`src/rtl/kernel_kxk_stride_sxs_pkg.sv`:
```
// Shared defaults and small helpers for the sliding-window generator and its
// downstream stages (MAC, pooling): image geometry defaults, counter widths, bus slicing.
package kernel_kxk_stride_sxs_pkg;

   localparam int DEF_DATA_WIDHT = 8;
   localparam int DEF_IMG_WIDHT  = 299;
   localparam int DEF_IMG_HEIGHT = 299;

   // Counter width for a range 0..n-1, never narrower than one bit.
   function automatic int ctrWidth(input int n);
      return (n > 1) ? $clog2(n) : 1;
   endfunction

   // Base bit index of window element (r,c) in a flattened KxK bus.
   function automatic int winBase(input int r, input int c, input int k, input int w);
      return (r * k + c) * w;
   endfunction

endpackage

```
`src/rtl/kernel_kxk_stride_sxs_line_buffer.sv`:
```
// One-row delay line: a circular buffer of DEPTH pixels that advances only when
// shift_en_i is high, so data_o is the pixel accepted exactly DEPTH accepts earlier.
module kernel_kxk_stride_sxs_line_buffer
   import kernel_kxk_stride_sxs_pkg::*;
#(
   parameter int DATA_WIDHT = DEF_DATA_WIDHT,
   parameter int DEPTH      = DEF_IMG_WIDHT
) (
   input  logic                  clk,
   input  logic                  rst,
   input  logic                  shift_en_i,
   input  logic [DATA_WIDHT-1:0] data_i,
   output logic [DATA_WIDHT-1:0] data_o
);

   localparam int AW = ctrWidth(DEPTH);
   localparam logic [AW-1:0] PTR_LAST = AW'(DEPTH - 1);

   logic [DATA_WIDHT-1:0] mem_q [DEPTH];
   logic [AW-1:0]         ptr_q;
   logic [AW-1:0]         ptr_d;

   // Read-before-write at the same slot gives the DEPTH-accept delay.
   assign data_o = mem_q[ptr_q];

   always_comb begin
      ptr_d = ptr_q;
      if (shift_en_i) begin
         ptr_d = (ptr_q == PTR_LAST) ? '0 : ptr_q + AW'(1);
      end
   end

   always_ff @(posedge clk or negedge rst) begin
      if (!rst) begin
         ptr_q <= '0;
      end else begin
         ptr_q <= ptr_d;
      end
   end

   always_ff @(posedge clk) begin
      if (shift_en_i) begin
         mem_q[ptr_q] <= data_i;
      end
   end

endmodule

```
`src/rtl/kernel_kxk_stride_sxs.sv`:
```
// Streaming KxK sliding-window generator with stride S over a raster pixel stream;
// emits one registered window per stride point and pulses Frame_Done at frame end.
module kernel_kxk_stride_sxs
   import kernel_kxk_stride_sxs_pkg::*;
#(
   parameter int DATA_WIDHT = DEF_DATA_WIDHT,
   parameter int IMG_WIDHT  = DEF_IMG_WIDHT,
   parameter int IMG_HEIGHT = DEF_IMG_HEIGHT,
   parameter int KERNEL     = 3,
   parameter int STRIDE     = 1
) (
   input  logic                                  clk,
   input  logic                                  rst,
   input  logic [DATA_WIDHT-1:0]                 Data_In,
   input  logic                                  Valid_in,
   output logic [KERNEL*KERNEL*DATA_WIDHT-1:0]   Data_Out,
   output logic                                  Valid_Out,
   output logic                                  Frame_Done
);

   localparam int CW = ctrWidth(IMG_WIDHT);
   localparam int RW = ctrWidth(IMG_HEIGHT);
   localparam int PW = ctrWidth(STRIDE);
   localparam int BW = KERNEL * KERNEL * DATA_WIDHT;

   localparam logic [CW-1:0] COL_LAST = CW'(IMG_WIDHT - 1);
   localparam logic [RW-1:0] ROW_LAST = RW'(IMG_HEIGHT - 1);
   localparam logic [CW-1:0] COL_K    = CW'(KERNEL - 1);
   localparam logic [RW-1:0] ROW_K    = RW'(KERNEL - 1);
   localparam logic [PW-1:0] PH_LAST  = PW'(STRIDE - 1);

   logic [CW-1:0] col_q, col_d;
   logic [RW-1:0] row_q, row_d;
   logic [PW-1:0] colPh_q, colPh_d;
   logic [PW-1:0] rowPh_q, rowPh_d;
   logic          colEnd, rowEnd, emit;

   logic [DATA_WIDHT-1:0] lbOut  [KERNEL-1];
   logic [DATA_WIDHT-1:0] newCol [KERNEL];
   logic [DATA_WIDHT-1:0] win_q  [KERNEL][KERNEL];
   logic [DATA_WIDHT-1:0] win_d  [KERNEL][KERNEL];
   logic [BW-1:0]         winFlat;

   logic [BW-1:0] dataOut_q, dataOut_d;
   logic          validOut_q, validOut_d;
   logic          frameDone_q, frameDone_d;

   // Cascaded line buffers: buffer j delivers the pixel j+1 rows above the current one.
   for (genvar j = 0; j < KERNEL - 1; j++) begin : g_lb
      if (j == 0) begin : g_first
         kernel_kxk_stride_sxs_line_buffer #(
            .DATA_WIDHT(DATA_WIDHT),
            .DEPTH     (IMG_WIDHT)
         ) u_lb (
            .clk       (clk),
            .rst       (rst),
            .shift_en_i(Valid_in),
            .data_i    (Data_In),
            .data_o    (lbOut[j])
         );
      end else begin : g_next
         kernel_kxk_stride_sxs_line_buffer #(
            .DATA_WIDHT(DATA_WIDHT),
            .DEPTH     (IMG_WIDHT)
         ) u_lb (
            .clk       (clk),
            .rst       (rst),
            .shift_en_i(Valid_in),
            .data_i    (lbOut[j-1]),
            .data_o    (lbOut[j])
         );
      end
   end

   // Incoming right column (oldest row on top), then the window after this accept's shift.
   always_comb begin
      for (int r = 0; r < KERNEL - 1; r++) begin
         newCol[r] = lbOut[KERNEL - 2 - r];
      end
      newCol[KERNEL-1] = Data_In;
      for (int r = 0; r < KERNEL; r++) begin
         for (int c = 0; c < KERNEL - 1; c++) begin
            win_d[r][c] = win_q[r][c+1];
         end
         win_d[r][KERNEL-1] = newCol[r];
      end
      winFlat = '0;
      for (int r = 0; r < KERNEL; r++) begin
         for (int c = 0; c < KERNEL; c++) begin
            winFlat[winBase(r, c, KERNEL, DATA_WIDHT) +: DATA_WIDHT] = win_d[r][c];
         end
      end
   end

   // Phase counters replace (pos-(K-1)) mod S: they stay at zero until the first
   // full-window position, then cycle 0..S-1; zero in both means a stride point.
   always_comb begin
      col_d       = col_q;
      row_d       = row_q;
      colPh_d     = colPh_q;
      rowPh_d     = rowPh_q;
      colEnd      = (col_q == COL_LAST);
      rowEnd      = (row_q == ROW_LAST);
      emit        = Valid_in && (col_q >= COL_K) && (row_q >= ROW_K) &&
                    (colPh_q == '0) && (rowPh_q == '0);
      frameDone_d = Valid_in && colEnd && rowEnd;
      validOut_d  = emit;
      dataOut_d   = emit ? winFlat : dataOut_q;
      if (Valid_in) begin
         if (colEnd) begin
            col_d   = '0;
            colPh_d = '0;
            if (rowEnd) begin
               row_d   = '0;
               rowPh_d = '0;
            end else begin
               row_d = row_q + RW'(1);
               if (row_q >= ROW_K) begin
                  rowPh_d = (rowPh_q == PH_LAST) ? '0 : rowPh_q + PW'(1);
               end
            end
         end else begin
            col_d = col_q + CW'(1);
            if (col_q >= COL_K) begin
               colPh_d = (colPh_q == PH_LAST) ? '0 : colPh_q + PW'(1);
            end
         end
      end
   end

   always_ff @(posedge clk or negedge rst) begin
      if (!rst) begin
         col_q       <= '0;
         row_q       <= '0;
         colPh_q     <= '0;
         rowPh_q     <= '0;
         dataOut_q   <= '0;
         validOut_q  <= 1'b0;
         frameDone_q <= 1'b0;
      end else begin
         col_q       <= col_d;
         row_q       <= row_d;
         colPh_q     <= colPh_d;
         rowPh_q     <= rowPh_d;
         dataOut_q   <= dataOut_d;
         validOut_q  <= validOut_d;
         frameDone_q <= frameDone_d;
      end
   end

   // Window contents are only exposed at full-window positions, so no reset is needed.
   always_ff @(posedge clk) begin
      if (Valid_in) begin
         win_q <= win_d;
      end
   end

   assign Data_Out   = dataOut_q;
   assign Valid_Out  = validOut_q;
   assign Frame_Done = frameDone_q;

endmodule

```
`config.mk`:
```
export PLATFORM = sky130hd
export DESIGN_NAME = kernel_kxk_stride_sxs
export DESIGN_NICKNAME = d
export VERILOG_FILES = /design/src/rtl/kernel_kxk_stride_sxs_pkg.sv /design/src/rtl/kernel_kxk_stride_sxs_line_buffer.sv /design/src/rtl/kernel_kxk_stride_sxs.sv
export SDC_FILE = /design/constraint.sdc
export NUM_CORES = 2
export LEC_CHECK = 0
export CELL_PAD_IN_SITES_DETAIL_PLACEMENT = 1
export CELL_PAD_IN_SITES_GLOBAL_PLACEMENT = 2
export CORE_AREA = 3 3 832 586
export CTS_CLUSTER_DIAMETER = 60
export DETAILED_ROUTE_END_ITERATION = 16
export DIE_AREA = 0 0 835 589
export PLACE_DENSITY = 0.77
export SLEW_MARGIN = 20
export SYNTH_ARGS = -nofsm -noshare
export SYNTH_HDL_FRONTEND = slang
export SYNTH_MEMORY_MAX_BITS = 65536
export SYNTH_SLANG_ARGS = --single-unit
```
`constraint.sdc`:
```
create_clock -name clk -period 43.8 [get_ports clk]
set_clock_uncertainty 0.05 [all_clocks]
set_input_delay 13.14 -clock clk [delete_from_list [all_inputs] [get_ports clk]]
set_output_delay 13.14 -clock clk [all_outputs]
set_load 0.03 [all_outputs]
```
==> results.sh <==
export IMPL_outcome="completed"
export IMPL_power_switching_mw=5.15
export IMPL_port_buffer_count=84
export IMPL_die_w_um=835
export IMPL_maxClockFrequency_mhz=61.9
export IMPL_antenna_found_initial=38
export IMPL_cp_max_fo=49
export IMPL_power_leakage_nw=66.7
export IMPL_period_needed_ns=16.15
export IMPL_hold_worst_slack_ns=0.406
export IMPL_cp_top_family="buffers and inverters"
export IMPL_slowest_stage="a21oi_4"
export IMPL_maxCapViolCount=0
export IMPL_r2r_start="g_lb[0].g_first.u_lb.ptr_q[1]"
export IMPL_cp_startpoint="Valid_in"
export IMPL_die_h_um=589
export IMPL_period_share_pct=36.9
export IMPL_wl_um=579000
export IMPL_cts_made_buffers=476
export IMPL_post_cts_resized=0
export IMPL_grtUsageTotal_pct=23.1
export IMPL_fillers=43900
export IMPL_cp_required_ns=44.62
export IMPL_maxSlewViolCount=0
export IMPL_grt_max_degree=197
export IMPL_ys_async_sr_fraction_pct=2.23
export IMPL_min_path_cells=0
export IMPL_cts_tree="yes"
export IMPL_p_sw_share_pct=34.6
export IMPL_via_per_inst=6.14
export IMPL_yosys_cell_types_count=72
export IMPL_fin_util_pct=45.0
export IMPL_instances_no_fill=16200
export IMPL_drt_initial_drc_count=16700
export IMPL_path_class="input pin to register"
export IMPL_syn_to_final_growth_pct=12.7
export IMPL_p_int_mw=9.74
export IMPL_ys_warn_count=0
export IMPL_grt_pass1_wl_um=814000
export IMPL_drive_gt1_share_pct=23.8
export IMPL_worstHoldEndpoint="winFlat[49]"
export IMPL_dieArea_um2=492000
export IMPL_root_buffer="clkbuf_16"
export IMPL_crit_path_end_kind="register"
export IMPL_r2r_end="g_lb[1].g_next.u_lb.mem_q[1][2]"
export IMPL_grt_pass1_vias=98600
export IMPL_hold_buffers=0
export IMPL_clock_sinks=4942
export IMPL_critPathMostFrequentCell="buf_4"
export IMPL_grt_busiest_layer="met1"
export IMPL_postSynthAreaPerCell_um2=21.2
export IMPL_dr_pass1_iters=6
export IMPL_worstPathArrival_ns=16.97
export IMPL_p_comb_share_pct=28.5
export IMPL_antenna_left=0
export IMPL_critPathLaunchType="input pin"
export IMPL_syn_cell_area_um2=192000
export IMPL_reg2reg_setup_slack_ns=33.64
export IMPL_cp_num_buf_inv=4
export IMPL_hold_class="register to register"
export IMPL_min_from="winFlat[57]"
export IMPL_clockBufferDepth=4
export IMPL_power_frac_seq_pct=43.7
export IMPL_final_area_um2=216000
export IMPL_core_region_area_um2=480000
export IMPL_final_nets=9348
export IMPL_synth_fp_nets=9085
export IMPL_synth_common_cells="edfxtp_1 (4832), mux4_2 (1167), nor2_1 (735)"
export IMPL_yosys_area_top_type="edfxtp_1"
export IMPL_grt_use_met2_pct=32.1
export IMPL_grt_overflow=0
export IMPL_reg2reg_depth=15
export IMPL_grt_setup_unrepaired="no"
export IMPL_num_rows=213
export IMPL_worst_slew_pin_transition_ns=1.25
export IMPL_p_per_area_nw_per_um2=68.9
export IMPL_gp_congestion=0.902
export IMPL_slew_headroom_pct=16.5
export IMPL_grt_met3_usage_pct=7.31
export IMPL_netlist_instances=9062
export IMPL_synth_edf_count=4832
export IMPL_ys_ff_latch=4942
export IMPL_hold_viol_final=0
export IMPL_cts_setup_buffers=0
export IMPL_post_dp_hpwl_um=353000
export IMPL_ys_flop_type="edfxtp_1"
export IMPL_clockPowerShare_pct=27.8
export IMPL_tns_ns=0
export IMPL_initial_core_util_pct=39.9
export IMPL_ys_seq_area_share_pct=77.1
export IMPL_vias=99300
export IMPL_synth_area_leaders="edfxtp_1 (76%), mux4_2 (14%), mux2i_1 (2.0%)"
export IMPL_place_area_um2=200000
export IMPL_path_cells="buf_4 -> buf_4 -> buf_4 -> o31ai_1 -> a21oi_4 -> buf_4 -> mux2_2"
export IMPL_worstSkewPairLatency_ns=1.07
export IMPL_max_vdd_ir_drop_mv=0.166
export IMPL_finalSetupViolCount=0
export IMPL_wl_per_cell_um=35.8
export IMPL_clk_pin_slew_ns=0.06
export IMPL_post_synth_top_count_cell="edfxtp_1"
export IMPL_grtUsageMet1_pct=35.4
export IMPL_post_place_cells=15300
export IMPL_cp_slowest_stage_delay_ns=0.83
export IMPL_synth_top_cell_area_share_pct=75.7
export IMPL_drcViolationCount=0
export IMPL_htree_levels=5
export IMPL_pin_count=85
-- worst max path at each step --
stage                                            to  depth (start not counted)  slack [ns]
floorplan           g_lb[1].g_next.u_lb.mem_q[0][3]                         11       21.48
global placement                        Data_Out[6]                          7       26.73
detailed placement                     Data_Out[13]                          7       26.60
CTS                                    Data_Out[32]                          7       27.70
global route                           Data_Out[32]                          7       27.42
finish                                 Data_Out[32]                          7       27.65
-- power by group through the flow --
stage                     Sequential, mW  Combinational [mW]  Clock (mW)
after floorplan                     7.05                2.02           0
after global placement              6.61                4.03           0
after detailed placement            6.61                4.16           0
after CTS                           6.51                4.15        4.18
after global routing                6.52                4.38        4.38
final                               6.51                4.24        4.14
-- metal layers --
| metal | vias to the layer above | share of wire (%) |
|---|---|---|
| met4 | 14 | 2.5 |
| met1 | 53200 | 41 |
| met3 | 837 | 14 |
| met2 | 7054 | 42 |
| li1 | 38200 | - |
| met5 | - | 0.018 |
-- kinds of logic (layout without fill, tap and decap cells) --
family	after synthesis	in the layout	share of synthesized area (%)
AOI/OAI and AO/OA	554	554	2.03
muxes	1657	1657	16.3
other	0	6	0
xor gates and xnor gates	25	25	0.114
DFF	4942	4942	77.1
buffers and inverters	550	1206	1.40
adders and majority gates	12	12	0.0783
and+or+nand+nor	1322	1322	2.91
-- through the flow --
stage | total power [mW] | setup slack, ns
floorplan | 9.07 | 21.48
global placement | 10.6 | 26.73
detailed placement | 10.8 | 26.60
CTS | 14.8 | 27.70
global route | 15.3 | 27.42
finish | 14.9 | 27.65
-- layout by cell type (no fill, tap or decap), drive strengths merged, types with 9 or more instances in the layout --
cell	netlist	final
clkbuf	232	579
a21oi	78	78
xnor2	18	18
nand4	25	25
mux2i	390	390
o32ai	10	10
o2111ai	10	10
nor2	735	735
o21ai	87	87
inv	15	47
nand3	105	105
a31oi	25	25
nand2	286	286
o22ai	43	43
o211ai	29	29
nor4	10	10
buf	300	243
ha	12	12
nor2b	23	23
o221ai	12	12
edfxtp	4832	4832
bufinv	0	46
mux4	1167	1167
a32oi	10	10
clkinv	3	195
and3	20	20
clkinvlp	0	22
clkdlybuf4s50	0	74
or4	9	9
a211oi	23	23
dfrtp	110	110
a221oi	45	45
mux2	100	100
a22oi	97	97
a2111oi	19	19
nor3	51	51
nand2b	16	16
-- registers in the layout, summed over array words and instances (netlist names) --
name and count:
row_q 9, Data_Out 72, winFlat 48, col_q 9, g_lb.g_next.u_lb.ptr_q 9, g_lb.g_first.u_lb.ptr_q 9, g_lb.g_first.u_lb.mem_q 2392, g_lb.g_next.u_lb.mem_q 2392
Valid_Out 1, Frame_Done 1
-- area by class of cell --
type	count	area, µm²	share of cell area (%)
Tap cell	6450	8070	3.73
Sequential cell	4942	148000	68.4
Inverter	18	83.8	0.0388
Multi-Input combinational cell	3570	41700	19.3
Clock buffer	579	12700	5.86
Timing Repair Buffer	317	2890	1.34
Antenna cell	6	15.0	0.00695
Clock inverter	292	2810	1.30
Note: power is estimated with default switching activity, not from simulation.
